[src/rtl/serial_subtractor16.sv]
// Multi-cycle subtractor: diff = in1 - in2 - borrow_in, one SLICE-bit slice per clock,
// built on the adder slice (a + ~b + carry, carry = ~borrow). start/busy/done handshake.
module serial_subtractor16 #(
    parameter int WIDTH = 16,
    parameter int SLICE = 4
) (
    input  logic             clk,
    input  logic             reset,
    input  logic             start,
    input  logic [WIDTH-1:0] in1,
    input  logic [WIDTH-1:0] in2,
    input  logic             borrow_in,
    output logic             busy,
    output logic             done,
    output logic [WIDTH-1:0] diff,
    output logic             borrow_out,
    output logic             overflow,
    output logic             zero
);

    localparam int NSLICE = WIDTH / SLICE;
    localparam int IDXW   = (NSLICE > 1) ? $clog2(NSLICE) : 1;

    typedef enum logic [1:0] {
        S_IDLE,
        S_RUN,
        S_DONE
    } state_t;

    state_t            r_state;
    state_t            w_state_next;

    logic [WIDTH-1:0]  r_a;
    logic [WIDTH-1:0]  r_b;
    logic [WIDTH-1:0]  r_acc;
    logic              r_carry;
    logic [IDXW-1:0]   r_idx;

    logic [WIDTH-1:0]  r_diff;
    logic              r_borrow_out;
    logic              r_overflow;
    logic              r_zero;

    logic [SLICE-1:0]  w_a_slice;
    logic [SLICE-1:0]  w_b_slice;
    logic [SLICE:0]    w_sum;
    logic [WIDTH-1:0]  w_acc_next;
    logic              w_last;
    logic              w_accept;

    assign w_last   = (r_idx == IDXW'(NSLICE - 1));
    assign w_accept = start && (r_state != S_RUN);

    always_comb begin
        w_a_slice = '0;
        w_b_slice = '0;
        for (int unsigned k = 0; k < NSLICE; k++) begin
            if (r_idx == IDXW'(k)) begin
                w_a_slice = r_a[k*SLICE +: SLICE];
                w_b_slice = r_b[k*SLICE +: SLICE];
            end
        end
    end

    // Adder slice with inverted subtrahend; carry-in holds the inverted borrow.
    assign w_sum = {1'b0, w_a_slice} + {1'b0, ~w_b_slice} + {{SLICE{1'b0}}, r_carry};

    always_comb begin
        w_acc_next = r_acc;
        for (int unsigned k = 0; k < NSLICE; k++) begin
            if (r_idx == IDXW'(k)) begin
                w_acc_next[k*SLICE +: SLICE] = w_sum[SLICE-1:0];
            end
        end
    end

    always_ff @(posedge clk or posedge reset) begin
        if (reset) begin
            r_state <= S_IDLE;
        end else begin
            r_state <= w_state_next;
        end
    end

    always_comb begin
        w_state_next = r_state;
        case (r_state)
            S_IDLE:  if (start) w_state_next = S_RUN;
            S_RUN:   if (w_last) w_state_next = S_DONE;
            S_DONE:  w_state_next = start ? S_RUN : S_IDLE;
            default: w_state_next = S_IDLE;
        endcase
    end

    always_comb begin
        busy = 1'b0;
        done = 1'b0;
        case (r_state)
            S_RUN:   busy = 1'b1;
            S_DONE:  done = 1'b1;
            default: ;
        endcase
    end

    always_ff @(posedge clk or posedge reset) begin
        if (reset) begin
            r_a          <= '0;
            r_b          <= '0;
            r_acc        <= '0;
            r_carry      <= 1'b0;
            r_idx        <= '0;
            r_diff       <= '0;
            r_borrow_out <= 1'b0;
            r_overflow   <= 1'b0;
            r_zero       <= 1'b0;
        end else if (w_accept) begin
            r_a     <= in1;
            r_b     <= in2;
            r_carry <= ~borrow_in;
            r_idx   <= '0;
        end else if (r_state == S_RUN) begin
            r_acc   <= w_acc_next;
            r_carry <= w_sum[SLICE];
            r_idx   <= r_idx + IDXW'(1);
            if (w_last) begin
                r_diff       <= w_acc_next;
                r_borrow_out <= ~w_sum[SLICE];
                r_overflow   <= (r_a[WIDTH-1] != r_b[WIDTH-1]) &&
                                (w_acc_next[WIDTH-1] != r_a[WIDTH-1]);
                r_zero       <= ~|w_acc_next;
            end
        end
    end

    assign diff       = r_diff;
    assign borrow_out = r_borrow_out;
    assign overflow   = r_overflow;
    assign zero       = r_zero;

endmodule
[config.mk]
export PLATFORM = sky130hd
export DESIGN_NAME = serial_subtractor16
export DESIGN_NICKNAME = d
export VERILOG_FILES = /design/src/rtl/serial_subtractor16.sv
export SDC_FILE = /design/constraint.sdc
export NUM_CORES = 1
export LEC_CHECK = 0
export CORE_ASPECT_RATIO = 0.8
export CORE_MARGIN = 2
export CORE_UTILIZATION = 50
export CTS_CLUSTER_DIAMETER = 50
export DETAILED_ROUTE_END_ITERATION = 7
export GPL_ROUTABILITY_DRIVEN = 0
export PLACE_DENSITY = 0.83
export SYNTH_ARGS = -nofsm -noshare
export SYNTH_HDL_FRONTEND = slang
export SYNTH_SLANG_ARGS = --single-unit
export TNS_END_PERCENT = 30
[constraint.sdc]
create_clock -name clk -period 5.5 [get_ports clk]
set_input_delay 0.825 -clock clk [delete_from_list [all_inputs] [get_ports clk]]
set_output_delay 0.825 -clock clk [all_outputs]
set_load 0.005 [all_outputs]
Word-level counts from Yosys, hierarchy flattened
Index checks and enable logic that the tools add are counted.

storage, ports and cells
  bits in registers = 72
  memory bits (writable) = 0
  memory bits (read-only) = 0
  output and inout port bits = 21
  bits of input ports = 36
  bits in latches = 0
  word-level logic and storage cells = 59
  memories = 0

cells by class
  bitwise logic cells = 4
  equality and inequality tests = 10
  div/mod/pow operators = 0
  add/subtract/negate cells = 3
  reductions and logical operators = 10
  multipliers = 0
  shifts and indexed selects = 0
  order comparisons = 0
  muxes and demuxes = 22

operator list
  cell                                                   count
  two-way mux 4 bit                                      12
  OR reduction 16 bit                                    1
  two-way mux 2 bit                                      4
  == test 2 bit, second input constant                   3
  case mux 2 bit (3 select lines)                        1
  adder 4 x 4 -> 5 bit                                   1
  adder 5 x 1 -> 5 bit                                   1
  two-way mux 1 bit                                      5
  == test 2 x 1 -> 1 bit, second input constant          2
  logical NOT 2 bit                                      2
  inequality test 2 bit, second input constant           2
  NOT 4 bit                                              1
  AND reduction 2 bit                                    2
  NOT 1 bit                                              3
  AND reduction 3 bit                                    1
  adder 2 x 1 -> 2 bit, second input constant            1
  logical AND 1 bit                                      2
  inequality test 1 bit                                  2
  inequality test 2 x 1 -> 1 bit, second input constant  1
  nonzero test 2 bit                                     1
  logical NOT 1 bit                                      1

Depth between registers and ports, before layout
Gate-level depths: netlist (run 1).

  depth after elaboration = 11
  mapped depth = 13
  depth with buffers taken out = 12

Worst setup path before layout (run 1)
No wires, ideal clock.

  kind = reg-to-reg
  from = reg r_idx[1]
  to = reg r_zero (netlist: zero)
  required time = 5.433 ns
  arrival = 3.122 ns
  stages on the path, launching flop included = 14
  setup time = 0.067 ns
  path buffers = 1
  path slack = 2.310 ns
  clock period less this slack = 3.190 ns
  cells stage by stage = dfrtp_1 > inv_1 > ha_1 > clkbuf_1 > nand3b_1 > a21oi_1 > a21oi_1 > o21ai_0 > fa_1 > fa_1 > xnor2_1 > a21oi_1 > nor4_1 > a32o_1

between the ends
  cells in the longest elaborated chain, start to end = 11
  elaborated cells between the ends (all ways) = 22
  classes of those cells = add/sub (2); eq/ne (3); mux (12); bitwise (1); reduce/logical (4)

ends and longest elaborated chain
  element                          RTL line  text
  from (decl)                      37        logic [IDXW-1:0] r_idx;
  from (signal assigned)           124       r_idx <= r_idx + IDXW'(1);
  logical NOT 2 bit                58, 71
  two-way mux 4 bit (4 in series)  58        if (r_idx == IDXW'(k)) begin
  NOT 4 bit                        66        assign w_sum = {1'b0, w_a_slice} + {1'b0, ~w_b_slice} + {{SLICE{1'b0}}, r_carry};
  adder 4 x 4 -> 5 bit             66
  adder 5 x 1 -> 5 bit             66
  two-way mux 4 bit                71        if (r_idx == IDXW'(k)) begin
  OR reduction 16 bit              130       r_zero <= ~|w_acc_next;
  logical NOT 1 bit                130
  to (signal assigned)             130
  to (decl)                        42        logic r_zero;

Parallel ways exist; a longest one is shown, timed or not.
A chain may end at the register's enable or synchronous reset.

Worst setup path after layout (run 1)
Ends and elaborated chain as after synthesis.

==> results.md, run 1 <==
- The worst setup margin is 1.570 ns.
- TritonCTS built the clock tree.
- For this configuration, the core starts out at a cell density of 0.5281.
- The via count of the first global-routing pass is 2176.
- The multi-input combinational cells in the finished layout cover a total of 1385 µm².
- The layout filler cell count is 470.
- The number of DRC violations after detailed-routing iteration 0 is 146.
- Wires add up to 6.324 mm.
- Derived from the worst setup path, the maximum achievable clock frequency is 0.2545 GHz.
- The number of flip-flops and latches in the synthesized netlist is 68.
- The kind of start point of the critical path is a flop.
- The type of the tightest min-delay check is reg -> reg.
- The core region is 6037 µm².
- The flow ran to the end, and the final reports show no timing, DRC or antenna violations.
- The largest clock skew in the final design is 0.005588 ns.
- Overall power consumption after layout is estimated at 2.925 mW.
- The routed length per instance is 14.88 µm.
- In this run the tool buffered the top-level ports with 56 buffer cells.
- The number of hold buffers added after CTS was 0.
- The power density over the cells is 723.5 nW/µm².
- For this run, the post-layout net count is 384.
- The actual slew at the worst max-slew pin is 0.8585 ns.
- The most instantiated flip-flop cell in the synthesis netlist is sky130_fd_sc_hd__dfrtp_1.
- The cell sitting at the root of the clock tree is a sky130_fd_sc_hd__clkbuf_8.
- The number of placement rows is 25.
- The number of warnings issued by yosys is 0.
- The worst slack at placement is 1.571 ns.
- The number of remaining DRC errors is 0.
- The layout overhead on the synthesized area is 26.81%.
- A synthesized cell averages 11.19 µm².
- The initial antenna violation count is 0.
- The die covers 7035 µm².
- For this run the aggregate overflow at the end of global routing stands at 0.
- The analysis attributes to cell leakage a power of 1.753 nW.
- The clock network latency to the later pin of the worst-skew pair is 0.35 ns.
- The maximum VDD drop is 0.3805 mV.
- The critical path is of the reg -> reg type.
- The first global-routing pass estimated 10.75 mm of wire.
- The fraction of final layout cells with drive strength greater than 1 is 0.1831.
- The post-layout utilization of the core is 0.6696.
- The max capacitance violation total is 0.
- For this run, asynchronously set or reset flops after synthesis account for 1.000.
- The hold violation count in the final report came to 0.
- Leaving out filler cells and counting taps, the final layout contains 425.
- The number of buffers added for setup after CTS is 0.
- The number of endpoints failing setup at the final stage is 0.
- The nature of the critical path endpoint is a flop.
- The worst pin sits at a relative slew slack of 0.4277.
- The register clock-pin slew on the reported worst setup and hold paths is 0.07 ns.
- The count of distinct cell types in the synthesized netlist is 40.
- The y dimension of the die is 75.42 µm.
- The synthesized net count is 330.
- The via count is 2260.
- The number of enable-type register cells in the synthesized netlist is 0.
- The number of clock sinks is 68.
- Data arrives at the worst endpoint at 4.22 ns.
- The width of the chip is 93.28 µm.
- After synthesis the cells add up to 3188 µm².
- Along the worst path, the maximum fanout reaches 25.
- The global-route usage over all layers is 0.2011.
- Setup repair after global routing left no endpoint under its margin.
- Dividing the final minimum period by the clock period gives 0.7145.
- In the final layout, flip-flops and latches occupy 1702 µm².
- Gates resized during post-CTS repair numbered 0.
- TritonCTS created 9 clock buffers.
- STA puts the critical path data required time at 5.79 ns.
- No sink is reached through more buffers than the 2 on the longest clock path.
- The top-level port count is 57.
- The number of antenna diodes is 0.
- Of the synthesized area, sequential elements account for 0.5338.
- The mean number of vias per cell is 5.318.
- The shortest clock period the worst path allows after layout is 3.930 ns.
- For this run, the detailed router's first-pass iteration total came to 4.
- After legalization and detailed placement, the total HPWL measured 4.437 mm.
- The post-synthesis cell count is 285.
- For the final routed database, the setup TNS stands at 0 ns.
- In this run, placement finished with an instance count of 409.
- Entering global routing, the biggest net connects 69 pins.
- The remaining antenna violation count after routing is 0.
- The number of slew-limit violations in the final report is 0.
- The H-tree was split into 3 levels.
==> worst max-delay path: stages (launching register included) <==
cell and delay, ns:
sky130_fd_sc_hd__dfrtp_1 0.40, sky130_fd_sc_hd__inv_1 0.12, sky130_fd_sc_hd__ha_1 0.70, sky130_fd_sc_hd__nand3b_1 0.19
sky130_fd_sc_hd__a21oi_1 0.08, sky130_fd_sc_hd__a21oi_1 0.14, sky130_fd_sc_hd__o21ai_0 0.12, sky130_fd_sc_hd__fa_1 0.47
sky130_fd_sc_hd__fa_1 0.42, sky130_fd_sc_hd__xnor2_1 0.53, sky130_fd_sc_hd__a21oi_1 0.19, sky130_fd_sc_hd__nor4_1 0.31
sky130_fd_sc_hd__a32o_1 0.19
==> where the power goes <==
group | switching [mW] | internal (mW) | total, mW | leakage, nW
combinational | 0.836 | 0.677 | 1.51 | 0.803
clock | 0.183 | 0.325 | 0.508 | 0.127
sequential | 0.152 | 0.752 | 0.904 | 0.824
==> kinds of logic after synthesis <==
logic type	after synthesis	synth area share
buffers and inverters	22	0.03179
AND/OR/NAND/NOR	81	0.1213
adder cells (fa/ha/maj)	9	0.04003
multiplexers	45	0.1566
flip-flops	68	0.5338
XOR/XNOR	1	0.002748
AO/OA/AOI/OAI	59	0.1138
==> cell type report <==
cell class,count,share of cell area
multi-input combinational,195,0.3426
tap,81,0.02507
sequential,68,0.4209
timing repair buffer,58,0.1424
clock inverter,4,0.02352
inverter,7,0.007119
clock buffer,12,0.03838
==> worst paths after layout <==
check	start	to	cells past startpoint	slack (ns)
setup / recovery	r_idx[1]$_DFFE_PP0P_	zero$_DFFE_PP0P_	12	1.57
hold reg to reg	diff[12]$_DFFE_PP0P_	diff[12]$_DFFE_PP0P_	2	0.48
max in group asynchronous	reset	diff[5]$_DFFE_PP0P_	3	3.90
hold / removal	diff[12]$_DFFE_PP0P_	diff[12]$_DFFE_PP0P_	2	0.48
setup reg to reg	r_idx[1]$_DFFE_PP0P_	zero$_DFFE_PP0P_	12	1.57
min in group asynchronous	reset	r_a[4]$_DFFE_PP0P_	3	1.05
==> state kept, by name (all words and copies together), names as in the netlist <==
name        cells
zero            1
r_b            16
diff           16
overflow        1
r_idx           2
r_state         2
r_a            16
r_carry         1
r_acc          12
borrow_out      1
==> per-stage QoR <==
step / area (µm²) / hold WS (ns)
CTS: 4043 / 0.4817
global placement: 3792 / 0.4589
detailed placement: 3792 / 0.4646
floorplan: 3188 / 0.4422
global route: 4043 / 0.5051
finish: 4043 / 0.4768
==> metal layers <==
| layer | track usage | up-vias | wire (µm) |
|---|---|---|---|
| met2 | 0.3181 | 77 | 2946 |
| met1 | 0.2702 | 1068 | 2903 |
| met3 | 0.06726 | 8 | 412 |
| li1 | - | 1107 | - |
| met4 | 0.05719 | 0 | 62 |
| met5 | 0 | - | 0 |
==> synth_stat cells, types with 2 or more instances <==
cell | count | area, µm²
sky130_fd_sc_hd__a21oi_1 | 14 | 70.07
sky130_fd_sc_hd__a221oi_1 | 4 | 35.03
sky130_fd_sc_hd__a31oi_1 | 3 | 18.77
sky130_fd_sc_hd__and3_1 | 2 | 12.51
sky130_fd_sc_hd__buf_2 | 4 | 20.02
sky130_fd_sc_hd__clkbuf_1 | 9 | 33.78
sky130_fd_sc_hd__dfrtp_1 | 68 | 1702
sky130_fd_sc_hd__fa_1 | 2 | 40.04
sky130_fd_sc_hd__ha_1 | 7 | 87.58
sky130_fd_sc_hd__inv_1 | 5 | 18.77
sky130_fd_sc_hd__mux2_2 | 39 | 439.2
sky130_fd_sc_hd__mux2i_1 | 6 | 60.06
sky130_fd_sc_hd__nand2_1 | 45 | 168.9
sky130_fd_sc_hd__nand3b_1 | 4 | 30.03
sky130_fd_sc_hd__nor2_1 | 4 | 15.01
sky130_fd_sc_hd__nor2b_1 | 12 | 75.07
sky130_fd_sc_hd__nor3_1 | 6 | 30.03
sky130_fd_sc_hd__nor4_1 | 2 | 12.51
sky130_fd_sc_hd__o21ai_0 | 27 | 135.1
sky130_fd_sc_hd__o22ai_1 | 2 | 12.51
==> placed cells by master (no fill, tap or decap), types with 2 or more instances in the layout <==
| cell type | count |
|---|---|
| sky130_fd_sc_hd__a21oi_1 | 14 |
| sky130_fd_sc_hd__o22ai_1 | 2 |
| sky130_fd_sc_hd__clkbuf_8 | 11 |
| sky130_fd_sc_hd__o21ai_0 | 27 |
| sky130_fd_sc_hd__nand2_1 | 45 |
| sky130_fd_sc_hd__nor2b_1 | 12 |
| sky130_fd_sc_hd__nor2_1 | 4 |
| sky130_fd_sc_hd__nor3_1 | 6 |
| sky130_fd_sc_hd__ha_1 | 7 |
| sky130_fd_sc_hd__buf_4 | 2 |
| sky130_fd_sc_hd__a221oi_1 | 4 |
| sky130_fd_sc_hd__mux2i_1 | 6 |
| sky130_fd_sc_hd__inv_1 | 4 |
| sky130_fd_sc_hd__dfrtp_1 | 68 |
| sky130_fd_sc_hd__a31oi_1 | 3 |
| sky130_fd_sc_hd__nor4_1 | 2 |
| sky130_fd_sc_hd__inv_2 | 2 |
| sky130_fd_sc_hd__fa_1 | 2 |
| sky130_fd_sc_hd__and3_1 | 2 |
| sky130_fd_sc_hd__bufinv_16 | 3 |
| sky130_fd_sc_hd__clkdlybuf4s50_1 | 56 |
| sky130_fd_sc_hd__mux2_2 | 39 |
| sky130_fd_sc_hd__nand3b_1 | 4 |
Note: power is estimated with default switching activity, not from simulation.
==> run 2: changes to the inputs <==
--- a/config.mk
+++ b/config.mk
@@ -7,11 +7,11 @@
 export LEC_CHECK = 0
 export CORE_ASPECT_RATIO = 0.8
 export CORE_MARGIN = 2
-export CORE_UTILIZATION = 50
+export CORE_UTILIZATION = 47
 export CTS_CLUSTER_DIAMETER = 50
 export DETAILED_ROUTE_END_ITERATION = 7
 export GPL_ROUTABILITY_DRIVEN = 0
-export PLACE_DENSITY = 0.83
+export PLACE_DENSITY = 0.82
 export SYNTH_ARGS = -nofsm -noshare
 export SYNTH_HDL_FRONTEND = slang
 export SYNTH_SLANG_ARGS = --single-unit
==> constraint.sdc (replaced) <==
create_clock -name clk -period 3.5 [get_ports clk]
set_input_delay 0.525 -clock clk [delete_from_list [all_inputs] [get_ports clk]]
set_output_delay 0.525 -clock clk [all_outputs]
set_load 0.005 [all_outputs]
==> results.md, run 2 (synthesis results as in run 1) <==
- The share of the cycle needed by the critical path after routing is 0.9177 (+0.2032).
- The largest buffer count on any clock path is 2 (unchanged).
- The mean number of vias per cell is 5.260 (-1.1%).
- The post-cts gate resize count is 0 (unchanged).
- The nature of the critical path endpoint is a flop.
- The final routed wirelength across all metal layers is 6.305 mm (-0.30%).
- The via count came to 2267 (+0.31%).
- The width of the chip is 96.08 µm (+3.0%).
- Setup repair after global routing left no endpoint under its margin.
- The number of placement rows is 26 (+4.0%).
- The highest achievable clock rate came to 0.3114 GHz (+22%).
- The final layout net count is 389 (+1.3%).
- The number of I/O port buffers is 56 (unchanged).
- The launch point of the critical path is r_idx[0]$_DFFE_PP0P_.
- The area of the core region is 6474 µm² (+7.2%).
- The sum of net half-perimeters after detailed placement is 4.542 mm (+2.4%).
- The fraction of final layout cells with drive strength greater than 1 is 0.1960 (+0.01283).
- The remaining antenna violation count after routing came to 0 (unchanged).
- The number of buffers inserted during clock tree synthesis is 9 (unchanged).
- The via count of the first global-routing pass is 2283 (+4.9%).
- The worst slack at placement came to 0.2224 ns (-1.349 ns).
- The number of buffers added for setup after CTS is 0 (unchanged).
- The peak per-stage delay on the critical path is 0.46 ns (-0.24 ns).
- The y dimension of the die is 77.67 µm (+3.0%).
- The top cell types in the final layout, fill and taps aside, are sky130_fd_sc_hd__dfrtp_1, sky130_fd_sc_hd__clkdlybuf4s50_1, sky130_fd_sc_hd__nand2_1.
- The total of hold buffers inserted after clock tree synthesis was 0 (unchanged).
- The number of clock sinks was 68 (unchanged).
- The largest net degree at the start of global routing is 69 (unchanged).
- The number of remaining DRC errors was 0 (unchanged).
- The number of antenna diodes is 0 (unchanged).
- The die footprint came to 7462 µm² (+6.1%).
- The leakage component of the power is 1.740 nW (-0.71%).
- The number of endpoints failing setup at the final stage was 0 (unchanged).
- Relative to the synthesized area, the layout overhead comes to 25.75%.
- The first-pass GRT wire length is 10.75 mm (unchanged).
- The number of slew-limit violations in the final report is 0 (unchanged).
- The kind of start point of the critical path is a flop.
- The max capacitance violation total is 0 (unchanged).
- The register area is 1702 µm² (unchanged).
- The worst slew slack as a fraction of its limit is 0.6772 (+0.2495).
- The startpoint of the lowest-slack hold path is diff[12]$_DFFE_PP0P_.
- The top-level port count was 57 (unchanged).
- The most used cell along the critical path is sky130_fd_sc_hd__a21oi_1.
- The worst setup margin is 0.2882 ns (-1.282 ns).
- For this design, the slowest cell found on the critical path is sky130_fd_sc_hd__ha_1.
- The global-route usage over all layers was 0.1872 (-0.01391).
- The shortest clock period the worst path allows after layout is 3.212 ns (-0.7179 ns).
- The run finished with clean final reports.
- The maximum VDD drop is 0.6522 mV (+71%).
- The initial antenna violation count is 0 (unchanged).
- The routed length per instance came to 14.63 µm (-1.7%).
- The worst setup path is of the reg -> reg kind.
- The clock tree from TritonCTS is done.
- The post-layout utilization of the core is 0.6193 (-0.05039).
- The type of the tightest min-delay check is reg -> reg.
- Leaving out fill and tap cells, the most frequent cell in the layout is sky130_fd_sc_hd__dfrtp_1.
- The layout filler cell count is 561 (+19%).
- The starting utilization of the core area is 0.4925 (-0.03562).
- The power density over the cells was 1101 nW/µm² (+52%).
- The arrival time at the worst endpoint was 3.49 ns (-0.73 ns).
- The required time of the critical path is 3.78 ns (-2.01 ns).
- The detailed-router iteration count before antenna repair is 4 (unchanged).
- In this run the critical register-to-register path is launched from r_idx[0]$_DFFE_PP0P_.
- The register clock-pin slew on the reported worst setup and hold paths is 0.07 ns (about the same).
- The area occupied by multi-input gates is 1391 µm² (+0.45%).
- The post-layout total power is 4.415 mW (+51%).
- The kind of cell with the highest combined delay on the critical path is adder cells.
- The largest clock skew in the final design is 0.007758 ns (+0.002169 ns).
- The hold violation count in the final report is 0 (unchanged).
- The aggregate global routing overflow is 0 (unchanged).
- The aggregate negative setup slack was 0 ns (unchanged).
- The buffer and inverter count on the worst path is 1 (unchanged).
- The number of DRC violations after detailed-routing iteration 0 was 104 (-29%).
- Walking the worst path, the cells encountered are inv_1 > ha_1 > a21oi_1 > a21oi_1 > o21ai_0 > fa_1 > fa_1 > xnor2_1 > a21oi_1 > nor4_1 > a32o_1.
- The peak fanout along the critical path is 15 (-40%).
- The clock network latency to the later pin of the worst-skew pair is 0.34 ns (about the same).
- The count of H-tree levels built during CTS is 3 (unchanged).
- The clock tree root buffer cell is sky130_fd_sc_hd__clkbuf_8.
- The actual slew at the worst max-slew pin is 0.4843 ns (-0.3743 ns).
-- run 2: worst paths after layout --
path | endpoint | cells after the start | slack [ns]
max | zero$_DFFE_PP0P_ | 11 | 0.29
min | diff[12]$_DFFE_PP0P_ | 2 | 0.47
max reg2reg | zero$_DFFE_PP0P_ | 11 | 0.29
min reg2reg | diff[12]$_DFFE_PP0P_ | 2 | 0.47
max in group asynchronous | diff[8]$_DFFE_PP0P_ | 3 | 2.65
min in group asynchronous | r_a[10]$_DFFE_PP0P_ | 3 | 0.58
-- run 2: power breakdown --
group,internal [mW],switching (mW),leakage [nW]
Clock,0.265,0.267,0.0848
Combinational,1.15,1.31,0.832
Sequential,1.18,0.242,0.824
-- run 2: through the flow --
stage / hold slack, ns / cell area [µm²] / std cells
6_report: 0.4746 / 4009 / 431
5_1_grt: 0.4962 / 4009 / 431
4_1_cts: 0.4790 / 4003 / 431
3_5_place_dp: 0.4623 / 3846 / 417
3_3_place_gp: 0.4606 / 3846 / 417
2_1_floorplan: 0.4422 / 3188 / 285
-- run 2: cell type report --
type	instances	share of cell area
sequential	68	0.4245
multi-input combinational	195	0.3471
timing repair buffer	63	0.1561
inverter	7	0.007179
clock buffer	11	0.03527
clock inverter	3	0.003745
tap	84	0.02622
-- run 2: per-layer routing --
metal / track usage / up-vias / wire (µm) / part of all wire
met2: 0.2847 / 63 / 2968 / 0.47
met4: 0.05000 / 0 / 66 / 0.010
met3: 0.06699 / 7 / 353 / 0.056
met5: 0 / - / 0 / 0
met1: 0.2543 / 1085 / 2917 / 0.46
li1: - / 1112 / - / -
-- run 2: tightest hold or removal path, cell delays in order (launching register included) --
cell and delay, ns:
sky130_fd_sc_hd__dfrtp_1 0.34, sky130_fd_sc_hd__nand2_1 0.05, sky130_fd_sc_hd__nand2_1 0.05
==> run 3: changes to the inputs <==
==> constraint.sdc (replaced) <==
create_clock -name clk -period 3.5 [get_ports clk]
set_input_delay 0.7 -clock clk [delete_from_list [all_inputs] [get_ports clk]]
set_output_delay 0.7 -clock clk [all_outputs]
set_load 0.005 [all_outputs]
==> results.md, run 3 (synthesis results as in run 1) <==
- The number of DRC violations after detailed-routing iteration 0 came to 113 (+8.7%).
- The sum of net half-perimeters after detailed placement is 4.813 mm (+6.0%).
- In the layout the commonest cells are sky130_fd_sc_hd__dfrtp_1, sky130_fd_sc_hd__clkdlybuf4s50_1, sky130_fd_sc_hd__nand2_1.
- The post-placement cell area came to 3846 µm² (unchanged).
- The worst-case register-to-register setup slack is 0.32 ns (+0.03 ns).
- The power density over the cells is 1145 nW/µm² (+4.0%).
- The number of remaining DRC errors came to 0 (unchanged).
- The number of buffers added for setup after CTS is 0 (unchanged).
- The hold violation count in the final report is 0 (unchanged).
- The peak per-stage delay on the critical path is 0.49 ns (+0.03 ns).
- The actual slew at the worst max-slew pin came to 0.7420 ns (+0.2577 ns).
- The detailed-router iteration count before antenna repair was 4 (unchanged).
- The via count of the first global-routing pass is 2333 (+2.2%).
- The number of clock sinks is 68 (unchanged).
- The run finished with clean final reports.
- The clock tree root buffer cell is sky130_fd_sc_hd__clkbuf_8.
- The first-pass GRT wire length is 11.14 mm (+3.6%).
- The top-level port count was 57 (unchanged).
- The aggregate global routing overflow is 0 (unchanged).
- The leakage component of the power came to 1.774 nW (+2.0%).
- The most frequent standard cell in the layout excluding fill and tap cells is sky130_fd_sc_hd__dfrtp_1.
- The post-layout total power was 4.697 mW (+6.4%).
- The global-route usage over all layers is 0.1948 (+0.007535).
- The shortest clock period the worst path allows after layout was 3.182 ns (-0.03006 ns).
- The clock network latency to the later pin of the worst-skew pair was 0.35 ns (about the same).
- The worst slack at placement was 0.1952 ns (-0.02722 ns).
- The width of the chip came to 96.08 µm (unchanged).
- TritonCTS built the clock tree.
- The number of I/O port buffers came to 56 (unchanged).
- The largest net degree at the start of global routing was 36 (-48%).
- The placed instance count came to 417 (unchanged).
- Setup repair after global routing left no endpoint under its margin.
- The endpoint identified for the worst register-to-register timing path is overflow$_DFFE_PP0P_.
- The depth of the worst register-to-register path is 11 (unchanged).
- The initial antenna violation count is 0 (unchanged).
- The final routed wirelength across all metal layers was 6.569 mm (+4.2%).
- The mean number of vias per cell is 5.383 (+2.3%).
- The aggregate negative setup slack is 0 ns (unchanged).
- The final layout net count came to 389 (unchanged).
- In this run the worst hold path is classified as reg -> reg.
- The number of placement rows is 26 (unchanged).
- The share of the cycle needed by the critical path after routing is 0.9091 (-0.008589).
- The register clock-pin slew on the reported worst setup and hold paths is 0.08 ns (about the same).
- The layout filler cell count was 534 (-4.8%).
- The total of hold buffers inserted after clock tree synthesis came to 0 (unchanged).
- The remaining antenna violation count after routing is 0 (unchanged).
- The worst setup margin was 0.3183 ns (+0.03006 ns).
- The highest achievable clock rate was 0.3143 GHz (+0.94%).
- The kind of start point of the critical path is a flop.
- The via count is 2331 (+2.8%).
- The worst slew slack as a fraction of its limit came to 0.5046 (-0.1725).
- For hold timing, the worst endpoint is diff[12]$_DFFE_PP0P_.
- The count of H-tree levels built during CTS is 3 (unchanged).
- The y dimension of the die is 77.67 µm (unchanged).
- The starting utilization of the core area is 0.4925 (unchanged).
- The number of endpoints failing setup at the final stage came to 0 (unchanged).
- The fraction of final layout cells with drive strength greater than 1 is 0.2063 (+0.01034).
- The finished layout cell area is 4101 µm² (+2.3%).
- The standard cell with the maximum stage delay on the critical path is sky130_fd_sc_hd__or3_1.
- The number of antenna diodes is 0 (unchanged).
- The arrival time at the worst endpoint is 3.48 ns (about the same).
- The post-cts gate resize count is 0 (unchanged).
- The die footprint is 7462 µm² (unchanged).
- The peak fanout along the critical path is 8 (-7).
- The area of the core region is 6474 µm² (unchanged).
- The setup path with the least slack is of type reg -> reg.
- The startpoint of the most critical register-to-register path is r_idx[0]$_DFFE_PP0P_.
- The post-layout utilization of the core was 0.6336 (+0.01430).
- The routed length per instance is 15.17 µm (+3.7%).
- The maximum VDD drop is 0.6291 mV (-3.5%).
- The critical path goes through inv_1 > ha_1 > nand3b_1 > a21oi_1 > a21oi_1 > o21ai_0 > ha_1 > and3_1 > or3_1 > a2111oi_4 > a211o_1.
- The startpoint of the lowest-slack hold path is diff[12]$_DFFE_PP0P_.
- The layout overhead on the synthesized area is 28.65%.
- The number of cells on the worst hold path is 2 (unchanged).
- The largest buffer count on any clock path is 2 (unchanged).
- The worst setup path is captured at a flop.
- The number of slew-limit violations in the final report is 0 (unchanged).
- The largest clock skew in the final design was 0.01196 ns (+0.004204 ns).
- The required time of the critical path came to 3.80 ns (+0.02 ns).
- The max capacitance violation total is 0 (unchanged).
- The final-layout worst hold slack is 0.4804 ns (+0.005877 ns).
- The non-filler instance count after layout is 433 (+0.46%).
- The number of buffers inserted during clock tree synthesis was 9 (unchanged).
[run 3: changes by cell type in the layout (fill, tap and decap cells not counted), sizes merged]
cell and delta:
clkbuf -1, bufinv +3
[run 3: layout make-up]
cell class                 count  area [µm²]  share of cell area
tap                           84       105.1             0.02563
sequential                    68        1702              0.4149
clock inverter                 6       112.6             0.02746
inverter                       7       28.78            0.007016
clock buffer                  10       127.6             0.03112
multi-input combinational    195        1400              0.3414
timing repair buffer          63       625.6              0.1525
[run 3: how the worst max path moves through the flow]
| stage | start | endpoint | slack [ns] | cells after the start |
|---|---|---|---|---|
| 3_3_place_gp | r_idx[1]$_DFFE_PP0P_ | zero$_DFFE_PP0P_ | 0.36 | 12 |
| 6_report | r_idx[0]$_DFFE_PP0P_ | overflow$_DFFE_PP0P_ | 0.32 | 11 |
| 5_1_grt | r_idx[1]$_DFFE_PP0P_ | zero$_DFFE_PP0P_ | 0.07 | 12 |
| 3_5_place_dp | r_idx[0]$_DFFE_PP0P_ | zero$_DFFE_PP0P_ | 0.20 | 10 |
| 2_1_floorplan | r_idx[1]$_DFFE_PP0P_ | zero$_DFFE_PP0P_ | 0.31 | 13 |
| 4_1_cts | r_idx[0]$_DFFE_PP0P_ | zero$_DFFE_PP0P_ | 0.17 | 10 |
[run 3: worst max-delay path: cells and delay by family, from the launching register on]
kind	cells	cell delay (ns)
flops	1	0.44
simple gates	3	0.81
buf+inv	1	0.11
fa+ha+maj	2	0.66
compound gates	5	1.11
[run 3: power breakdown]
part	total [mW]	leakage [nW]	switching, mW	internal, mW
registers	1.43	0.824	0.246	1.18
logic	2.49	0.830	1.34	1.15
clock network	0.778	0.120	0.304	0.475
total	4.70	1.77	1.89	2.81
[run 3: metal layers]
metal / routed length [µm] / vias up / share of wire / track usage
li1: - / 1119 / - / -
met1: 3093 / 1143 / 0.47 / 0.2658
met2: 3090 / 60 / 0.47 / 0.3014
met3: 299 / 9 / 0.046 / 0.05243
met4: 86 / 0 / 0.013 / 0.06429
met5: 0 / - / 0 / 0
